**src/rtl/addr_cal_pkg.sv**
```systemverilog
// Shared field layout, bus payload types and default widths for the sprite address calculator.
package addr_cal_pkg;

    localparam int unsigned CNT_W_DEFAULT  = 10;
    localparam int unsigned ADDR_W_DEFAULT = 16;

    // pattern_info layout
    localparam int unsigned DIM_W          = 16;
    localparam int unsigned PAT_W          = 80;
    localparam int unsigned PAT_APPEND_LSB = 64;
    localparam int unsigned PAT_RES_H_LSB  = 48;
    localparam int unsigned PAT_RES_V_LSB  = 32;
    localparam int unsigned PAT_ACT_H_LSB  = 16;
    localparam int unsigned PAT_ACT_V_LSB  = 0;

    // sprite_info layout
    localparam int unsigned SPR_W           = 32;
    localparam int unsigned SPR_VISIBLE_BIT = 31;
    localparam int unsigned SPR_HFLIP_BIT   = 30;
    localparam int unsigned POS_W           = 10;
    localparam int unsigned SPR_X_LSB       = 20;
    localparam int unsigned SPR_Y_LSB       = 10;
    localparam int unsigned SPR_RSVD_W      = 10;

    localparam int unsigned CALC_W = 32;

    typedef struct packed {
        logic [DIM_W-1:0] append;
        logic [DIM_W-1:0] res_h;
        logic [DIM_W-1:0] res_v;
        logic [DIM_W-1:0] act_h;
        logic [DIM_W-1:0] act_v;
    } pattern_info_t;

    typedef struct packed {
        logic                  visible;
        logic                  hflip;
        logic [POS_W-1:0]      x_pos;
        logic [POS_W-1:0]      y_pos;
        logic [SPR_RSVD_W-1:0] rsvd;
    } sprite_info_t;

    // True when the displayed size is exactly twice the stored size (pixel doubling).
    function automatic logic is_doubled(input logic [DIM_W-1:0] act, input logic [DIM_W-1:0] res);
        return {1'b0, act} == {res, 1'b0};
    endfunction

endpackage

```
**src/rtl/addr_cal_axis.sv**
```systemverilog
// One axis of the sprite hit test: offset from sprite origin, in-range flag and scaled source index.
module addr_cal_axis
    import addr_cal_pkg::*;
#(
    parameter int unsigned CNT_W = CNT_W_DEFAULT
) (
    input  logic [CNT_W-1:0] count,
    input  logic [CNT_W-1:0] pos,
    input  logic [DIM_W-1:0] act,
    input  logic [DIM_W-1:0] res,
    output logic [CNT_W:0]   offset_c,
    output logic             in_range_c,
    output logic [CNT_W:0]   index_c
);

    localparam int unsigned OFF_W = CNT_W + 1;
    localparam int unsigned CMP_W = (OFF_W > DIM_W) ? OFF_W : DIM_W;

    logic [CMP_W-1:0] offset_ext;
    logic [CMP_W-1:0] act_ext;
    logic             doubled;

    // Extra MSB makes count < pos land far beyond any sprite instead of wrapping into it.
    assign offset_c   = {1'b0, count} - {1'b0, pos};

    assign offset_ext = CMP_W'(offset_c);
    assign act_ext    = CMP_W'(act);
    assign in_range_c = offset_ext < act_ext;

    assign doubled    = is_doubled(act, res);
    assign index_c    = doubled ? (offset_c >> 1) : offset_c;

endmodule

```
**src/rtl/addr_cal.sv**
```systemverilog
// Sprite-memory address calculator with one-cycle registered output.
// Optional horizontal flip enabled by defining ADDR_CAL_HFLIP_EN.
module addr_cal
    import addr_cal_pkg::*;
#(
    parameter int unsigned CNT_W  = CNT_W_DEFAULT,
    parameter int unsigned ADDR_W = ADDR_W_DEFAULT
) (
    input  logic              clk,
    input  logic              reset_n,
    input  logic [PAT_W-1:0]  pattern_info,
    input  logic [SPR_W-1:0]  sprite_info,
    input  logic [CNT_W-1:0]  hcount,
    input  logic [CNT_W-1:0]  vcount,
    output logic [ADDR_W-1:0] addr_output,
    output logic              valid
);

    pattern_info_t pat;
    sprite_info_t  spr;

    logic [CNT_W-1:0]  x_pos;
    logic [CNT_W-1:0]  y_pos;
    logic [CNT_W:0]    dx;
    logic [CNT_W:0]    dy;
    logic [CNT_W:0]    sx;
    logic [CNT_W:0]    sy;
    logic              h_in;
    logic              v_in;
    logic              hit_c;
    logic [CALC_W-1:0] column_c;
    logic [CALC_W-1:0] addr_sum_c;
    logic [ADDR_W-1:0] addr_next_c;

    assign pat   = pattern_info_t'(pattern_info);
    assign spr   = sprite_info_t'(sprite_info);
    assign x_pos = CNT_W'(spr.x_pos);
    assign y_pos = CNT_W'(spr.y_pos);

    addr_cal_axis #(.CNT_W(CNT_W)) u_axis_h (
        .count      (hcount),
        .pos        (x_pos),
        .act        (pat.act_h),
        .res        (pat.res_h),
        .offset_c   (dx),
        .in_range_c (h_in),
        .index_c    (sx)
    );

    addr_cal_axis #(.CNT_W(CNT_W)) u_axis_v (
        .count      (vcount),
        .pos        (y_pos),
        .act        (pat.act_v),
        .res        (pat.res_v),
        .offset_c   (dy),
        .in_range_c (v_in),
        .index_c    (sy)
    );

    // Zero-sized sprites never hit: offset < 0 is impossible.
    assign hit_c = spr.visible & h_in & v_in;

`ifdef ADDR_CAL_HFLIP_EN
    always_comb begin
        column_c = CALC_W'(sx);
        if (spr.hflip) begin
            column_c = CALC_W'(pat.res_h) - CALC_W'(1) - CALC_W'(sx);
        end
    end

    logic unused_bits;
    assign unused_bits = ^{spr.rsvd, dx, dy};
`else
    assign column_c = CALC_W'(sx);

    logic unused_bits;
    assign unused_bits = ^{spr.rsvd, spr.hflip, dx, dy};
`endif

    // Address arithmetic wraps at 32 bits before truncation to the output width.
    assign addr_sum_c  = CALC_W'(pat.append) + CALC_W'(sy) * CALC_W'(pat.res_h) + column_c;
    assign addr_next_c = hit_c ? ADDR_W'(addr_sum_c) : '0;

    always_ff @(posedge clk or negedge reset_n) begin
        if (!reset_n) begin
            addr_output <= '0;
            valid       <= 1'b0;
        end else begin
            addr_output <= addr_next_c;
            valid       <= hit_c;
        end
    end

endmodule

```
**config.mk**
```make
export PLATFORM = sky130hd
export DESIGN_NAME = addr_cal
export DESIGN_NICKNAME = d
export VERILOG_FILES = /design/src/rtl/addr_cal_pkg.sv /design/src/rtl/addr_cal_axis.sv /design/src/rtl/addr_cal.sv
export SDC_FILE = /design/constraint.sdc
export NUM_CORES = 1
export LEC_CHECK = 0
export CORE_MARGIN = 2
export CORE_UTILIZATION = 45
export DETAILED_ROUTE_END_ITERATION = 8
export GPL_ROUTABILITY_DRIVEN = 0
export PLACE_DENSITY = 0.72
export SYNTH_ARGS = -nofsm -noshare
export SYNTH_HDL_FRONTEND = slang
export SYNTH_SLANG_ARGS = --single-unit
```
**constraint.sdc**
```tcl
create_clock -name clk -period 1.15 [get_ports clk]
set_input_delay 0.23 -clock clk [delete_from_list [all_inputs] [get_ports clk]]
set_output_delay 0.23 -clock clk [all_outputs]
set_load 0.1 [all_outputs]
```
==> metrics.txt, run 1 <==
Async SR Flop Fraction 1.00; # fillers approximately 940; class of the tightest hold or removal check in2async; Core Region 14,500 sq um; nets around 1,400; met3 usage 0.0157; Slew HR 0.559; starting density of the core 0.461; mux cell area share after synthesis 0.0230; Area Overhead vs Synth 64.8%; Tcrit/Tclk final 5.33; DRT iter0 DRCs roughly 300; outcome finished, violations left; vias post-DR between 6,000 and 7,000; max_cap viols 0; yosys warns 0; largest net degree at the start of global routing 18; cells after synthesis 810; critical path launch point type input pin; register area share after synthesis 0.0635; ANT nets after route 0; Critical Path RT 1.34 ns; num rows 44; vias in the first global route between 7,000 and 8,000; Post-synth EDFFs 0; final setup vio count 17; Netlist Area Pre-Place approximately 6700 sq um; Peak Freq 163 MHz; Die W between 100 and 150 um; CTS root buf clkbuf_16; synth unique cells 47; worst slack at placement -5.60 ns; IO buf count around 140; commonest non-fill, non-tap cell in the layout inv_1; max incr delay on CP 0.57 ns; most frequent cells in the layout 175 x inv_1, 154 x buf_4, 89 x fa_1; H-tree Lvls 1; hpwl dp between 15,000 and 20,000 um; antenna violations before repair 0; Compound-Gate Fraction of Synth Area 0.0803; IO Pins about 150; grt ovf 0; DR pass1 iterations 4; DIE AREA around 16,000 sq um; min Tclk post-route roughly 6.1 ns; TritonCTS clock tree built; Synth Flop Type dfrtp_1; GRT Overall Usage 0.269; Finished Layout Cells 1,307; #FFs+latches synth 17; CTS Buf Count 3; Slew @ Worst Pin 0.660 ns; Mapped Nets about 1,100; synthesized area per cell 8.27 sq um; die outline height ~130 um; met1 Usage GRT 0.317; main combinational cell family by area after synthesis adder cells; WL per Instance ~17 um; Routed WL about 23,000 um; CTS max path bufs 2; Worst EP arrival between 6 and 7 ns; # clock sinks 17; vias per cell 5.09; Diodes inserted 0; # DRC 0; fraction of layout cells with a size suffix above 1 0.395; GR peak layer met2; met2 Use GR 0.511; Setup crit end kind flip-flop; first-pass GRT wire length 34,400 um; failing checks negative setup slack; WS Path Type in2reg; cts hold-fix bufs 0; unrepaired setup endpoints after global routing yes; Worst Path Max Fanout 5; adder-cell share of the synthesized area 0.449; Final Hold Fails 0; crit path max-delay cell type fa_1; Max Slew Vio Count 0; post-layout util 0.760; Reg clk slew, reported paths 0.05 ns; Final WS setup -4.98 ns; post-synthesis xor/xnor area fraction 0.0984; Synth Area in Simple Gates 0.155; DP Cell Count approximately 1,200
## routing by layer
metal,share of wire,vias to the layer above,wire length [um]
met1,0.38,3274,8630
met3,0.036,65,822
met2,0.54,218,12300
met4,0.042,0,958
met5,0,-,0
li1,-,3095,-
## final timing paths
| kind | start | end | depth (start not counted) |
|---|---|---|---|
| max | pattern_info[11] | addr_output[15]$_DFF_PN0_ | 28 |
| min | reset_n | addr_output[3]$_DFF_PN0_ | 2 |
| max in group asynchronous | reset_n | addr_output[8]$_DFF_PN0_ | 2 |
| min in group clk | pattern_info[11] | valid$_DFF_PN0_ | 6 |
## cell usage after synthesis (all sizes together), types with 7 or more instances
master	instances	area (sq um)
a21o	7	52.6
a21oi	21	105
inv	214	803
dfrtp	17	425
nor2	39	146
o21ai	22	110
and2	34	213
xnor2	51	447
nor2b	11	68.8
mux2	8	93.8
nand2	88	330
fa	101	2020
nand4	8	50.1
ha	79	988
xor2	14	123
clkbuf	19	71.3
## layout make-up
class / instances / area [sq um] / share of cell area
Sequential cell: 17 / 425 / 0.0385
Timing Repair Buffer: 327 / 3030 / 0.274
Clock inverter: 1 / 5.00 / 0.000453
Multi-Input combinational cell: 561 / 6470 / 0.586
Inverter: 214 / 813 / 0.0736
Tap cell: 184 / 230 / 0.0208
Clock buffer: 3 / 75.1 / 0.00680
## sequential cells by signal, summed over array words and instances, names as in the netlist
| signal | cells |
|---|---|
| addr_output | 16 |
| valid | 1 |
## worst max-delay path, delay by kind of cell
family | cells | cell delay (ns)
muxes | 1 | 0.32
buffers and inverters | 6 | 0.61
xor gates and xnor gates | 2 | 0.49
AOI/OAI and AO/OA | 6 | 1.11
adders and majority gates | 7 | 2.63
and+or+nand+nor | 6 | 0.92
## timing repair
action                                  4_1_cts  5_1_grt
endpoints found under the setup margin       17       17
setup buffers                                50       25
pin swaps                                   120       86
gates cloned                                  1        0
resized for setup                           248      144
## per-stage QoR
stage | setup TNS [ns] | area [sq um] | hold slack, ns
finish | -64.34 | 11000 | 0.307
global route | -66.61 | 11000 | 0.343
detailed placement | -74.81 | 9640 | 0.572
floorplan | -60.08 | 6960 | -0.0656
global placement | -72.96 | 9640 | 0.577
CTS | -63.28 | 10600 | 0.318
## logic make-up after synthesis
| group | after synthesis |
|---|---|
| buf+inv | 233 |
| simple gates | 214 |
| fa+ha+maj | 180 |
| compound gates | 83 |
| xor+xnor | 69 |
| flops | 17 |
| mux | 14 |
Power of run 1 is left out: the tool's default activity adds up to more than one toggle a clock period on the data nets, which glitch-free logic cannot reach.
==> inputs of run 2 (changes only) <==
--- a/config.mk
+++ b/config.mk
@@ -5,11 +5,12 @@
 export SDC_FILE = /design/constraint.sdc
 export NUM_CORES = 1
 export LEC_CHECK = 0
+export CORE_ASPECT_RATIO = 0.5
 export CORE_MARGIN = 2
-export CORE_UTILIZATION = 45
+export CORE_UTILIZATION = 53
 export DETAILED_ROUTE_END_ITERATION = 8
 export GPL_ROUTABILITY_DRIVEN = 0
-export PLACE_DENSITY = 0.72
+export PLACE_DENSITY = 0.83
 export SYNTH_ARGS = -nofsm -noshare
 export SYNTH_HDL_FRONTEND = slang
 export SYNTH_SLANG_ARGS = --single-unit
==> constraint.sdc (replaced) <==
create_clock -name clk -period 6.25 [get_ports clk]
set_input_delay 1.25 -clock clk [delete_from_list [all_inputs] [get_ports clk]]
set_output_delay 1.25 -clock clk [all_outputs]
set_load 0.1 [all_outputs]
==> run 2 against run 1 <==
  * The run ends with design-rule violations, negative setup slack left
  * Die area is 14% lower
  * Count of clock-buffer cells in the layout stayed put
  * First-iteration DRC count is 120% higher
  * Worst setup slack better by 3.8 ns
  * Utilization is 12 points higher
  * Via count is 13% higher
  * Worst hold slack better by 1.2 ns
  * Sequential share of layout area is 0.14 points higher
  * Wire length is 26% higher
  * Non-clock buffer count is 15 lower
==> metrics.txt, run 2 (synthesized netlist as in run 1, its figures left out) <==
Tcrit/Tclk final 1.19; IO Pins approximately 150; hpwl dp 16,600 um; Met1 Wirelength 9650 um; grt ovf 0; CTS max path bufs 2; crit path max-delay cell type fa_1; Slew HR 0.326; min Tclk post-route approximately 7.4 ns; Crit. Startpoint pattern_info[13]; commonest non-fill, non-tap cell in the layout inv_1; num rows 28; class of the tightest hold or removal check in2async; first-pass GRT wire length around 40,000 um; ANT nets after route 0; Final Hold Fails 0; final setup TNS -6.66 ns; max reg flops 16; Critical Path RT ~6.4 ns; vias post-DR 7,526; Worst Path Max Fanout 5; post-route design area ~11,000 sq um; starting density of the core 0.555; Die W 163 um; CP delay by family, top adder cells; Max Slew Vio Count 0; CTS Buf Count 3; Setup crit end kind flip-flop; GRT Overall Usage 0.386; max layer used met4; crit path buf inv count 8; max incr delay on CP 0.62 ns; H-tree Lvls 1; IO buf count between 100 and 150; DR pass1 iterations 8; die outline height between 80 and 90 um; register bank with the most flops addr_output; max_cap viols 0; largest net degree at the start of global routing 18; Area Overhead vs Synth 59.0%; unrepaired setup endpoints after global routing yes; area post-placement roughly 9500 sq um; metal3 WL just under 3000 um; antenna violations before repair 1; outcome finished, violations left; # DRC 4; vias per cell ~5.9; met2 wire length between 10,000 and 15,000 um; Routed WL around 29,000 um; Final WS setup -1.19 ns; TritonCTS clock tree built; Largest regs addr_output (16), valid (1); failing checks design-rule violations, negative setup slack; CTS root buf clkbuf_16; WL per Instance about 22 um; nets between 1,000 and 1,500; DIE AREA 13,600 sq um; critical path launch point type input pin; Core Region around 12,000 sq um; # clock sinks 17; Slew @ Worst Pin 1.01 ns; WS Path Type in2reg; CP Capture Point addr_output[15]$_DFF_PN0_; final setup vio count 10; Reg clk slew, reported paths around 0.060 ns; most frequent cells in the layout 178 x inv_1, 146 x buf_4, 90 x fa_1; vias in the first global route 8,161; total stage count of the critical path 30; Peak Freq roughly 130 MHz; Worst EP arrival around 7.6 ns; fraction of layout cells with a size suffix above 1 0.351; DRT iter0 DRCs 644
run 2: cell type report:
| cell class | instances | area [sq um] |
|---|---|---|
| antenna | 1 | 2.50 |
| timing repair buffer | 312 | 2710 |
| sequential | 17 | 425 |
| tap | 165 | 206 |
| clock buffer | 3 | 75.1 |
| multi-input combinational | 560 | 6420 |
| fill | 486 | 1430 |
| inverter | 214 | 808 |
| clock inverter | 1 | 5.00 |
run 2: per-stage QoR:
stage / utilization / hold slack, ns / instances / setup WS, ns
2_1_floorplan: - / 0.954 / 810 / -0.640
3_3_place_gp: 0.783 / 1.76 / 1224 / -1.31
5_1_grt: 0.881 / 1.57 / 1272 / -1.28
4_1_cts: 0.849 / 1.51 / 1263 / -0.758
6_report: 0.881 / 1.50 / 1273 / -1.19
3_5_place_dp: 0.783 / 1.77 / 1224 / -1.57
run 2: worst min-delay path by stage:
| stage | startpoint | endpoint | slack, ns | depth (start not counted) |
|---|---|---|---|---|
| global route | reset_n | addr_output[9]$_DFF_PN0_ | 1.57 | 1 |
| detailed placement | reset_n | addr_output[3]$_DFF_PN0_ | 1.77 | 1 |
| finish | reset_n | addr_output[7]$_DFF_PN0_ | 1.50 | 1 |
| floorplan | reset_n | addr_output[0]$_DFF_PN0_ | 0.95 | 0 |
| CTS | reset_n | addr_output[7]$_DFF_PN0_ | 1.51 | 1 |
| global placement | reset_n | addr_output[3]$_DFF_PN0_ | 1.76 | 1 |
run 2: metal layers:
layer | global-route usage | vias to the layer above
met2 | 0.673 | 631
met4 | 0.268 | 0
li1 | - | 3065
met5 | 0 | -
met1 | 0.427 | 3550
met3 | 0.0775 | 280
run 2: what timing repair did:
action / in CTS / in global routing
hold buffers: 0 / 0
gates resized for setup: 242 / 106
endpoints found under the setup margin: 10 / 11
pin swaps: 125 / 71
buffers inserted: 36 / 16
Power of run 2 is left out for the same reason.
